--- config.mk ---
export PLATFORM = sky130hd
export DESIGN_NAME = mips32_prog_loader_flat
export DESIGN_NICKNAME = d
export VERILOG_FILES = /design/src/rtl/mips32_pkg.sv /design/src/rtl/mips32_prog_loader_if.sv /design/src/rtl/mips32_byte_packer.sv /design/src/rtl/mips32_prog_loader.sv /design/src/flat_wrapper.sv
export SDC_FILE = /design/constraint.sdc
export NUM_CORES = 1
export LEC_CHECK = 0
export CORE_MARGIN = 4
export CORE_UTILIZATION = 54
export CTS_BUF_LIST = sky130_fd_sc_hd__clkbuf_8
export CTS_CLUSTER_SIZE = 8
export DETAILED_ROUTE_END_ITERATION = 10
export PLACE_DENSITY = 0.76
export SYNTH_ARGS = -nofsm -noshare
export SYNTH_HDL_FRONTEND = slang
export SYNTH_SLANG_ARGS = --single-unit
--- constraint.sdc ---
create_clock -name clk1 -period 4.2 [get_ports clk1]
set_clock_uncertainty 0.2 [all_clocks]
set_input_delay 0.63 -clock clk1 [delete_from_list [all_inputs] [get_ports clk1]]
set_output_delay 0.63 -clock clk1 [all_outputs]
set_load 0.05 [all_outputs]
--- src/rtl/mips32_pkg.sv ---
// Shared definitions for the MIPS32 program loader and the CPU memory it feeds.
package mips32_pkg;

  localparam int MEM_DEPTH      = 1024;
  localparam int HDR_BYTES      = 4;
  localparam int BYTES_PER_WORD = 4;

  // Byte positions of the header fields within the frame.
  localparam int POS_CNT_H = 0;
  localparam int POS_CNT_L = 1;
  localparam int POS_ADR_H = 2;
  localparam int POS_ADR_L = 3;

  typedef enum logic [2:0] {
    ST_IDLE = 3'd0,
    ST_HDR  = 3'd1,
    ST_DATA = 3'd2,
    ST_CSUM = 3'd3,
    ST_DONE = 3'd4,
    ST_ERR  = 3'd5
  } state_t;

  typedef struct packed {
    logic [15:0] cnt;
    logic [15:0] adr;
  } hdr_t;

  function automatic hdr_t unpack_hdr(input logic [31:0] w);
    return hdr_t'(w);
  endfunction

endpackage

--- src/rtl/mips32_prog_loader_if.sv ---
// Byte stream, memory write port and CPU control signals of the program loader.
interface mips32_prog_loader_if #(
  parameter int ADDR_W = 10
);
  logic              start;
  logic [7:0]        in_data;
  logic              in_valid;
  logic              in_ready;
  logic              mem_we;
  logic [ADDR_W-1:0] mem_addr;
  logic [31:0]       mem_wdata;
  logic              cpu_hold;
  logic              done;
  logic              err;

  modport loader (
    input  start, in_data, in_valid,
    output in_ready, mem_we, mem_addr, mem_wdata, cpu_hold, done, err
  );

  modport host (
    output start, in_data, in_valid,
    input  in_ready, mem_we, mem_addr, mem_wdata, cpu_hold, done, err
  );
endinterface

--- src/rtl/mips32_byte_packer.sv ---
// Packs accepted bytes MSB-first into 32-bit words; flags the 4th byte of each word.
module mips32_byte_packer (
  input  logic        clk1,
  input  logic        rst_n,
  input  logic        i_clr,
  input  logic        i_vld,
  input  logic [7:0]  i_byte,
  output logic        o_word_done,
  output logic [31:0] o_word
);

  logic [1:0]  r_idx;
  logic [23:0] r_sr;

  always_ff @(posedge clk1 or negedge rst_n) begin
    if (!rst_n) begin
      r_idx <= 2'd0;
      r_sr  <= 24'd0;
    end else if (i_clr) begin
      r_idx <= 2'd0;
      r_sr  <= 24'd0;
    end else if (i_vld) begin
      r_idx <= r_idx + 2'd1;
      r_sr  <= {r_sr[15:0], i_byte};
    end
  end

  // The completing byte is merged combinationally so the word is ready in its accept cycle.
  assign o_word_done = i_vld & (r_idx == 2'd3);
  assign o_word      = {r_sr, i_byte};

endmodule

--- src/rtl/mips32_prog_loader.sv ---
// Framed byte-stream loader: writes an image into CPU memory and releases the CPU
// only after the trailing XOR checksum matches.
//   state | meaning
//   IDLE  | waiting for start, CPU held
//   HDR   | collecting count and start address
//   DATA  | collecting payload words, one memory write per word
//   CSUM  | waiting for the checksum byte
//   DONE  | image committed, CPU released
//   ERR   | bad count or checksum, CPU held until next start
module mips32_prog_loader
  import mips32_pkg::*;
#(
  parameter int ADDR_W    = 10,
  parameter int MAX_WORDS = 1024
) (
  input  logic                clk1,
  input  logic                rst_n,
  mips32_prog_loader_if.loader bus
);

  localparam int CNT_W = $clog2(MAX_WORDS + 1);

  state_t            r_state;
  logic              r_in_ready;
  logic              r_mem_we;
  logic [ADDR_W-1:0] r_mem_addr;
  logic [31:0]       r_mem_wdata;
  logic              r_cpu_hold;
  logic              r_done;
  logic              r_err;
  logic [7:0]        r_xor;
  logic [ADDR_W-1:0] r_wr_addr;
  logic [CNT_W-1:0]  r_words_left;

  logic              w_xfer;
  logic              w_start_ok;
  logic              w_pack_vld;
  logic              w_word_done;
  logic [31:0]       w_word;
  hdr_t              w_hdr;

  assign w_xfer     = bus.in_valid & r_in_ready;
  assign w_start_ok = bus.start &
                      ((r_state == ST_IDLE) || (r_state == ST_DONE) || (r_state == ST_ERR));
  assign w_pack_vld = w_xfer & ((r_state == ST_HDR) || (r_state == ST_DATA));
  assign w_hdr      = unpack_hdr(w_word);

  mips32_byte_packer u_packer (
    .clk1        (clk1),
    .rst_n       (rst_n),
    .i_clr       (w_start_ok),
    .i_vld       (w_pack_vld),
    .i_byte      (bus.in_data),
    .o_word_done (w_word_done),
    .o_word      (w_word)
  );

  always_ff @(posedge clk1 or negedge rst_n) begin
    if (!rst_n) begin
      r_state      <= ST_IDLE;
      r_in_ready   <= 1'b0;
      r_mem_we     <= 1'b0;
      r_mem_addr   <= '0;
      r_mem_wdata  <= 32'd0;
      r_cpu_hold   <= 1'b1;
      r_done       <= 1'b0;
      r_err        <= 1'b0;
      r_xor        <= 8'd0;
      r_wr_addr    <= '0;
      r_words_left <= '0;
    end else begin
      r_mem_we <= 1'b0;
      r_done   <= 1'b0;
      if (w_xfer) r_xor <= r_xor ^ bus.in_data;

      case (r_state)
        ST_IDLE, ST_DONE, ST_ERR: begin
          if (bus.start) begin
            r_state    <= ST_HDR;
            r_in_ready <= 1'b1;
            r_cpu_hold <= 1'b1;
            r_err      <= 1'b0;
            r_xor      <= 8'd0;
          end
        end
        ST_HDR: begin
          if (w_word_done) begin
            // Address bits above ADDR_W are dropped on purpose.
            r_wr_addr    <= ADDR_W'(w_hdr.adr);
            r_words_left <= CNT_W'(w_hdr.cnt);
            if (w_hdr.cnt > 16'(MAX_WORDS)) begin
              r_state    <= ST_ERR;
              r_in_ready <= 1'b0;
              r_err      <= 1'b1;
            end else if (w_hdr.cnt == 16'd0) begin
              r_state <= ST_CSUM;
            end else begin
              r_state <= ST_DATA;
            end
          end
        end
        ST_DATA: begin
          if (w_word_done) begin
            r_mem_we     <= 1'b1;
            r_mem_addr   <= r_wr_addr;
            r_mem_wdata  <= w_word;
            r_wr_addr    <= r_wr_addr + ADDR_W'(1);
            r_words_left <= r_words_left - CNT_W'(1);
            if (r_words_left == CNT_W'(1)) r_state <= ST_CSUM;
          end
        end
        ST_CSUM: begin
          if (w_xfer) begin
            r_in_ready <= 1'b0;
            if (bus.in_data == r_xor) begin
              r_state    <= ST_DONE;
              r_done     <= 1'b1;
              r_cpu_hold <= 1'b0;
            end else begin
              r_state <= ST_ERR;
              r_err   <= 1'b1;
            end
          end
        end
        default: begin
          r_state    <= ST_IDLE;
          r_in_ready <= 1'b0;
        end
      endcase
    end
  end

  assign bus.in_ready  = r_in_ready;
  assign bus.mem_we    = r_mem_we;
  assign bus.mem_addr  = r_mem_addr;
  assign bus.mem_wdata = r_mem_wdata;
  assign bus.cpu_hold  = r_cpu_hold;
  assign bus.done      = r_done;
  assign bus.err       = r_err;

endmodule

--- src/flat_wrapper.sv ---
// flat-port wrapper written by rule: the top's interface ports become plain ports
module mips32_prog_loader_flat import mips32_pkg::*;
#(
  parameter int ADDR_W    = 10,
  parameter int MAX_WORDS = 1024
)
  (clk1, rst_n, bus_start, bus_in_data, bus_in_valid, bus_in_ready, bus_mem_we, bus_mem_addr, bus_mem_wdata, bus_cpu_hold, bus_done, bus_err);
  mips32_prog_loader_if #(.ADDR_W(ADDR_W)) bus_i ();
  input  logic clk1;
  input  logic rst_n;
  input wire logic [$bits(bus_i.start)-1:0] bus_start;
  input wire logic [$bits(bus_i.in_data)-1:0] bus_in_data;
  input wire logic [$bits(bus_i.in_valid)-1:0] bus_in_valid;
  output wire logic [$bits(bus_i.in_ready)-1:0] bus_in_ready;
  output wire logic [$bits(bus_i.mem_we)-1:0] bus_mem_we;
  output wire logic [$bits(bus_i.mem_addr)-1:0] bus_mem_addr;
  output wire logic [$bits(bus_i.mem_wdata)-1:0] bus_mem_wdata;
  output wire logic [$bits(bus_i.cpu_hold)-1:0] bus_cpu_hold;
  output wire logic [$bits(bus_i.done)-1:0] bus_done;
  output wire logic [$bits(bus_i.err)-1:0] bus_err;
  assign bus_i.start = bus_start;
  assign bus_i.in_data = bus_in_data;
  assign bus_i.in_valid = bus_in_valid;
  assign bus_in_ready = bus_i.in_ready;
  assign bus_mem_we = bus_i.mem_we;
  assign bus_mem_addr = bus_i.mem_addr;
  assign bus_mem_wdata = bus_i.mem_wdata;
  assign bus_cpu_hold = bus_i.cpu_hold;
  assign bus_done = bus_i.done;
  assign bus_err = bus_i.err;
  mips32_prog_loader #(.ADDR_W(ADDR_W), .MAX_WORDS(MAX_WORDS)) u_core (.clk1(clk1), .rst_n(rst_n), .bus(bus_i));
endmodule
# After elaboration in Yosys (flattened, before gate mapping)
# Index checks and enable logic that the tools add are counted.
# op_classes
addsub	3
multipliers	0
div	0
order_cmp	1
n_eq_ne	16
shift	0
n_mux	41
bitwise_logic	6
n_reduce_logical	16
# ops
cell	count
$mux W24	2
$mux W8	3
$mux W11	2
$pmux W11 S2	1
$mux W10	2
$pmux W10 S2	1
$mux W1	18
$mux W3	6
$gt A16 B11 Y1 const B	1
$logic_not A16 Y1	1
$ne A2 B2 Y1 const B	6
$pmux W3 S4	1
$eq A11 B1 Y1 const B	1
$sub A11 B1 Y11 const B	1
$add A10 B1 Y10 const B	1
$reduce_and A5 Y1	2
$eq A8 B8 Y1	1
$xor A8 B8 Y8	1
$eq A3 B2 Y1 const B	2
$eq A3 B3 Y1 const B	2
$reduce_and A6 Y1	1
$reduce_bool A2 Y1	3
$and A1 B1 Y1	4
$mux W2	2
15 further kinds	18
# word_totals
reg_bits	105
latchBits	0
ramBits	0
rom_bits	0
input_bits	12
out_inout_bits	47
mem_count	0

# Depth between registers and ports, before layout
# Gate-level depths: netlist (run 1).
# depth
depth_word	6
ltp_mapped	8
ltp_nobuf	6

# Modules after synthesis
# From an unflattened synthesis (run 1), not the netlist that was laid out.
# unflattened
hier_cells	524
area_unflattened_um2	4907.2
# by_module_without_submodules
mod	n_inst	cells_per_inst	area_each_um2
mips32_prog_loader	1	430	3753.6
mips32_byte_packer	1	94	1153.6

# Worst setup path after synthesis (run 1)
# OpenSTA, ideal clock, no wires.
# synth_path
path_kind	reg2reg
from	register u_core.r_in_ready (netlist: u_core.bus.in_ready)
to	register u_core.r_mem_addr[4] (netlist: u_core.bus.mem_addr[4])
arrival_time_ps	2056
required_ps	3872
slack_ps	1816
stages_incl_launch_ff	6
n_path_buf	1
cell_sequence	dfrtp_1 > nand2_1 > or4b_4 > nor2_4 > buf_6 > mux2_1
# synth_via
elab_chain_cells	4
# synth_lines
element	line_no	source
start, declared	mips32_prog_loader.sv:24	logic r_in_ready;
start signal, assigned	mips32_prog_loader.sv:61	r_in_ready <= 1'b0;
start signal, assigned	mips32_prog_loader.sv:80	r_in_ready <= 1'b1;
start signal, assigned	mips32_prog_loader.sv:93	r_in_ready <= 1'b0;
$and A1 B1 Y1	mips32_prog_loader.sv:42	assign w_xfer = bus.in_valid & r_in_ready;
$and A1 B1 Y1	mips32_prog_loader.sv:45	assign w_pack_vld = w_xfer & ((r_state == ST_HDR) || (r_state == ST_DATA));
$and A1 B1 Y1	mips32_byte_packer.sv:29	assign o_word_done = i_vld & (r_idx == 2'd3);
$reduce_and A2 Y1 (no source line)	--	
end signal, assigned	mips32_prog_loader.sv:105	r_mem_addr <= r_wr_addr;
end, declared	mips32_prog_loader.sv:26	logic [ADDR_W-1:0] r_mem_addr;
# No other way between the ends.
# A chain may end at the register's enable or synchronous reset.

# Worst setup path after layout (run 1)
# layout_path
from	input bus_in_valid
to	register u_core.r_mem_addr[1] (netlist: u_core.bus.mem_addr[1])
# layout_via
elab_chain_cells	4
# layout_lines
element	line_no	source
start, declared	flat_wrapper.sv:13	input wire logic [$bits(bus_i.in_valid)-1:0] bus_in_valid;
$and A1 B1 Y1	mips32_prog_loader.sv:42	
$and A1 B1 Y1	mips32_prog_loader.sv:45	
$and A1 B1 Y1	mips32_byte_packer.sv:29	
$reduce_and A2 Y1 (no source line)	--	
# No other way between the ends.

==> impl_metrics.ini, run 1 <==
[routing]
firstDrtPassIters = 4
drt_iter0_drc = 145
drt-total-wl_mm = 10.5
drcViolationCount = 0
vias = 3550
routed_via_density = 5.74
ant_nets = 0
post_drt_wl_per_cell_um = 17.1

[critical_path]
critPathArrivalTime_ns = 2.98
critical_path_class = input pin to flop
worstPathCellList = clkdlybuf4s50_1 -> nand2_1 -> or4b_4 -> nor2_4 -> buf_12 -> mux2_1
worst_setup_path_end_kind = flop
cp-start-kind = input pin
r2r-end = u_core.bus.mem_addr[1]
rr_startpoint = u_core.r_state[1]
reg2reg_depth = 5
r2r_slack_ns = 1.36
worst-path-buf-inv = 2
cp_top_family = simple AND/OR/NAND/NOR gates
required_ns = 4.24
crit_fanout = 32
slowest_delay_ns = 0.69
crit_slowest_cell = or4b_4

[sta]
tightest_slew_ns = 1.30
final_hold_viol_count = 0
hold_ws_ns = 0.169
rsz0062_at_grt = no
max_freq_mhz = 341
setup_violations = 0
period_needed_ns = 2.94
fin_crit_sh_pct = 69.9
fin_ws_ns = 1.26
drv_slew = 0
setup_tns_ns = 0
slew_headroom_pct = 12.9

[yosys]
synth_area_um2 = 4760
synth-edff-count = 0
synthArstFlopShare_pct = 100
yosys_warnings = 0
ys.flop_type = dfrtp_1
synth_nets = 475
ys_ff_latch = 105
synth_area_per_cell_um2 = 10.4
syn_inst = 459
seq_area_frac_synth_pct = 55.2
ys_types = 48

[hold_path]
hold_path_class = input pin to async pin

[clock_tree]
hold_buffers = 0
root_buffer = clkbuf_8
clk_path_buf_depth = 2
post_cts_resized = 0
cts_sinks = 105
cts_setup_buffers = 0
cts_tree = yes
clkLatencyLatePin_ns = 0.37
cts_made_buffers = 9
path_clk_slew_ns = 0.09
cts-htree-levels = 3

[power]
p_total_mw = 3.08
switching_power_mw = 1.22
power.internal_mw = 1.87
peakVddDrop_mv = 0.314
p_seq_share_pct = 47.5
power.share.clock_pct = 20.7
swShare_pct = 39.5
power_frac_comb_pct = 31.7
leakagePower_nw = 2.56
power.density_nw_per_um2 = 551

[die]
initial_utilization_pct = 56.8
ios = 59
fp.dieH_um = 102
design.core.area_um2 = 8380
dieWidth_um = 102
die-area_um2 = 10400
num_rows = 33

[global_route]
grt_util_all_layers_pct = 21.5
grt_pass1_vias = 3528
overflow = 0
grt_first_pass_wirelength_mm = 17.6
antenna_found_initial = 0
grt_max_degree = 68

[layout]
multi_input_area_um2 = 1980
area_growth_pct = 17.7
layout_common_cells = dfrtp_1, nand2_1, clkdlybuf4s50_1
stdcell_count = 618
final_layout_size_suffix_gt1_share_pct = 6.43
fin_util_pct = 66.8
ff_latch_area_um2 = 2630
final_area_um2 = 5600
nets = 524
n_antenna_cell = 0
layout_commonest_cell = dfrtp_1
nFillCells = 670

[placement]
place.gp.congestion = 0.793
place_ws_ns = 0.870
place_area_um2 = 5400
dpl.hpwl_mm = 7.25
place_inst = 602
numPortBuffers = 58

[run]
maxCapViolCount = 0

[status]
status = finished clean
[cell families after synthesis]
family	count (synthesis)	synth area share, %
XOR/XNOR	18	3.31
multiplexers	45	10.6
flip-flops	105	55.2
AND/OR/NAND/NOR	155	14.9
AO/OA/AOI/OAI	99	11.6
adder cells (fa/ha/maj)	4	1.05
buffers and inverters	33	3.34
[worst max-delay path by stage]
stage,to,cells after the start,start,slack (ns)
after floorplan,u_core.bus.mem_addr[4],5,u_core.bus.in_ready,1.82
after global placement,u_core.bus.mem_wdata[11],6,bus_in_valid,0.93
after detailed placement,u_core.bus.mem_wdata[7],6,bus_in_valid,0.87
after CTS,u_core.bus.mem_addr[1],6,bus_in_valid,1.26
after global routing,u_core.bus.mem_addr[1],6,bus_in_valid,1.17
final,u_core.bus.mem_addr[1],6,bus_in_valid,1.26
[cell usage after synthesis, types with 7 or more instances]
cell      count  share of area, %
dfrtp_1     104                55
nand2_1      70               5.5
o21ai_0      52               5.5
mux2_1       39               9.2
nor2_1       38               3.0
a21oi_1      26               2.7
clkbuf_1     18               1.4
xor2_1       15               2.8
nand3_1      13               1.4
nor3_1        9              0.95
inv_1         7              0.55
[flip-flops by register name, summed over array words and instances (netlist names)]
register / cells
u_core.bus.mem_we: 1
u_core.r_words_left: 11
u_core.r_wr_addr: 10
u_core.r_state: 3
u_core.bus.cpu_hold: 1
u_core.bus.done: 1
u_core.u_packer.r_sr: 24
u_core.r_xor: 8
u_core.bus.mem_wdata: 32
u_core.bus.err: 1
u_core.u_packer.r_idx: 2
u_core.bus.mem_addr: 10
u_core.bus.in_ready: 1
[area by class of cell]
type	count	share of cell area (%)
tap	105	2.35
sequential	105	46.9
timing repair buffer	64	11.3
multi-input combinational	321	35.3
clock inverter	7	1.41
clock buffer	9	2.21
inverter	7	0.469
[worst reg2reg max path: stages, from the launching register on]
cell	delay, ns
dfrtp_1	0.56
xnor2_1	0.22
or4b_4	0.73
nor2_4	0.38
buf_12	0.27
mux2_1	0.37
[layer usage]
metal	track usage, %	share of wire (%)	up-vias
met4	5.25	1.2	0
met2	35.7	50	78
met3	4.37	4.9	12
li1	-	-	1694
met1	29.5	44	1766
met5	0	0	-
[power by group through the flow]
| stage | combinational [mW] | clock [mW] | sequential [mW] |
|---|---|---|---|
| floorplan | 0.656 | 0 | 1.50 |
| global placement | 0.944 | 0 | 1.47 |
| detailed placement | 0.977 | 0 | 1.48 |
| CTS | 0.981 | 0.651 | 1.46 |
| global route | 1.10 | 0.690 | 1.50 |
| finish | 0.979 | 0.639 | 1.47 |
Note: power is estimated with default switching activity, not from simulation.
==> run 2, diff against run 1 <==
- CORE_UTILIZATION: 54 -> 52
- clock period: 4.2 -> 2.6 ns (I/O delays scaled with it)
==> impl_metrics.ini, run 2 (synthesis results as in run 1) <==
[sta]
tightest_slew_ns = 0.590
final_hold_viol_count = 0
hold_ws_ns = 0.291
rsz0062_at_grt = no
period_needed_ns = 2.29
max_freq_mhz = 436
setup_tns_ns = 0
fin_crit_sh_pct = 88.2
setup_violations = 0
drv_slew = 0
slew_headroom_pct = 60.7

[clock_tree]
cts_sinks = 105
cts_tree = yes
cts_made_buffers = 9
cts-htree-levels = 3
hold_buffers = 1
root_buffer = clkbuf_8
clk_path_buf_depth = 2
clkLatencyLatePin_ns = 0.36
post_cts_resized = 0
path_clk_slew_ns = 0.09
cts_setup_buffers = 0

[routing]
ant_nets = 0
dr.max_layer_used = met4
drt_iter0_drc = 285
dr_wl_met2_mm = 5.18
drcViolationCount = 0
vias = 3662
dr_wl_met3_um = 575
firstDrtPassIters = 5
post_drt_wl_per_cell_um = 17.0
drt-total-wl_mm = 10.8
met1Wirelength_mm = 4.86
routed_via_density = 5.76

[die]
die-area_um2 = 10700
design.core.area_um2 = 8810
dieWidth_um = 104
fp.dieH_um = 104
ios = 59
num_rows = 34
initial_utilization_pct = 54.0

[layout]
nets = 539
final_layout_size_suffix_gt1_share_pct = 8.90
largest_reg_flops = 32
area_growth_pct = 20.8
final_area_um2 = 5750
layout_commonest_cell = dfrtp_1
stdcell_count = 636
layout_common_cells = dfrtp_1, nand2_1, clkdlybuf4s50_1
n_antenna_cell = 0

[critical_path]
cp-start-kind = flop
required_ns = 2.65
critPathArrivalTime_ns = 2.34
rr_startpoint = u_core.r_state[1]
r2r_slack_ns = 0.31
cp_top_family = simple AND/OR/NAND/NOR gates
worstPathCellList = xnor2_1 -> or4b_4 -> nor2_4 -> buf_12 -> mux2_2
crit_slowest_cell = or4b_4
crit_fanout = 32
slowest_delay_ns = 0.57
reg2reg_depth = 5
worst_setup_path_end_kind = flop
cp-startpoint = u_core.r_state[1]
r2r-end = u_core.bus.mem_wdata[10]
worst-path-buf-inv = 1
critical_path_class = flop to flop

[hold_path]
hold_path_class = flop to flop
worstHoldPathCells = 1
hold_end = u_core.bus.mem_addr[8]
hold_start = u_core.bus.mem_addr[8]

[global_route]
overflow = 0
antenna_found_initial = 0
grt_max_degree = 70
grt_first_pass_wirelength_mm = 17.6
grt_util_all_layers_pct = 20.4
grt_pass1_vias = 3480

[placement]
numPortBuffers = 58
place_inst = 619
place_area_um2 = 5530
place.gp.congestion = 0.839
dpl.hpwl_mm = 7.43

[run]
maxCapViolCount = 0

[power]
power.density_nw_per_um2 = 882
leakagePower_nw = 2.64
peakVddDrop_mv = 0.401

[status]
status = finished clean
-- run 2: worst max-delay path by stage --
stage	endpoint	slack [ns]	cells after the start
6_report	u_core.bus.mem_wdata[10]	0.31	5
5_1_grt	u_core.r_state[1]	0.24	6
4_1_cts	bus_cpu_hold	0.29	1
3_5_place_dp	u_core.bus.mem_wdata[27]	0.06	6
3_3_place_gp	u_core.bus.mem_wdata[12]	0.1	6
2_1_floorplan	u_core.bus.mem_addr[4]	0.22	5
-- run 2: final cells by class --
| cell class | instances | area, µm² |
|---|---|---|
| clock buffer | 10 | 138 |
| clock inverter | 6 | 67.6 |
| fill | 689 | 3060 |
| inverter | 7 | 26.3 |
| multi-input combinational | 321 | 1980 |
| sequential | 105 | 2630 |
| tap | 108 | 135 |
| timing repair buffer | 79 | 776 |
-- run 2: layer usage --
layer | global-route usage, % | vias up
met5 | 0 | -
met4 | 9.02 | 0
met3 | 3.17 | 17
met2 | 31.1 | 109
met1 | 29.1 | 1816
li1 | - | 1720
-- run 2: metrics by stage --
stage               power [mW]  setup slack [ns]  util (%)
floorplan                 3.48             0.216         -
global placement          3.99            0.0981      62.8
detailed placement        4.06            0.0612      62.8
CTS                       5.09             0.292      65.3
global route              5.40             0.237      65.3
finish                    5.07             0.306      65.3
-- run 2: power by group --
group / switching, mW / internal, mW / leakage [nW]
sequential: 0.388 / 1.98 / 1.41
clock: 0.557 / 0.475 / 0.104
combinational: 1.03 / 0.649 / 1.12
total: 1.97 / 3.10 / 2.64
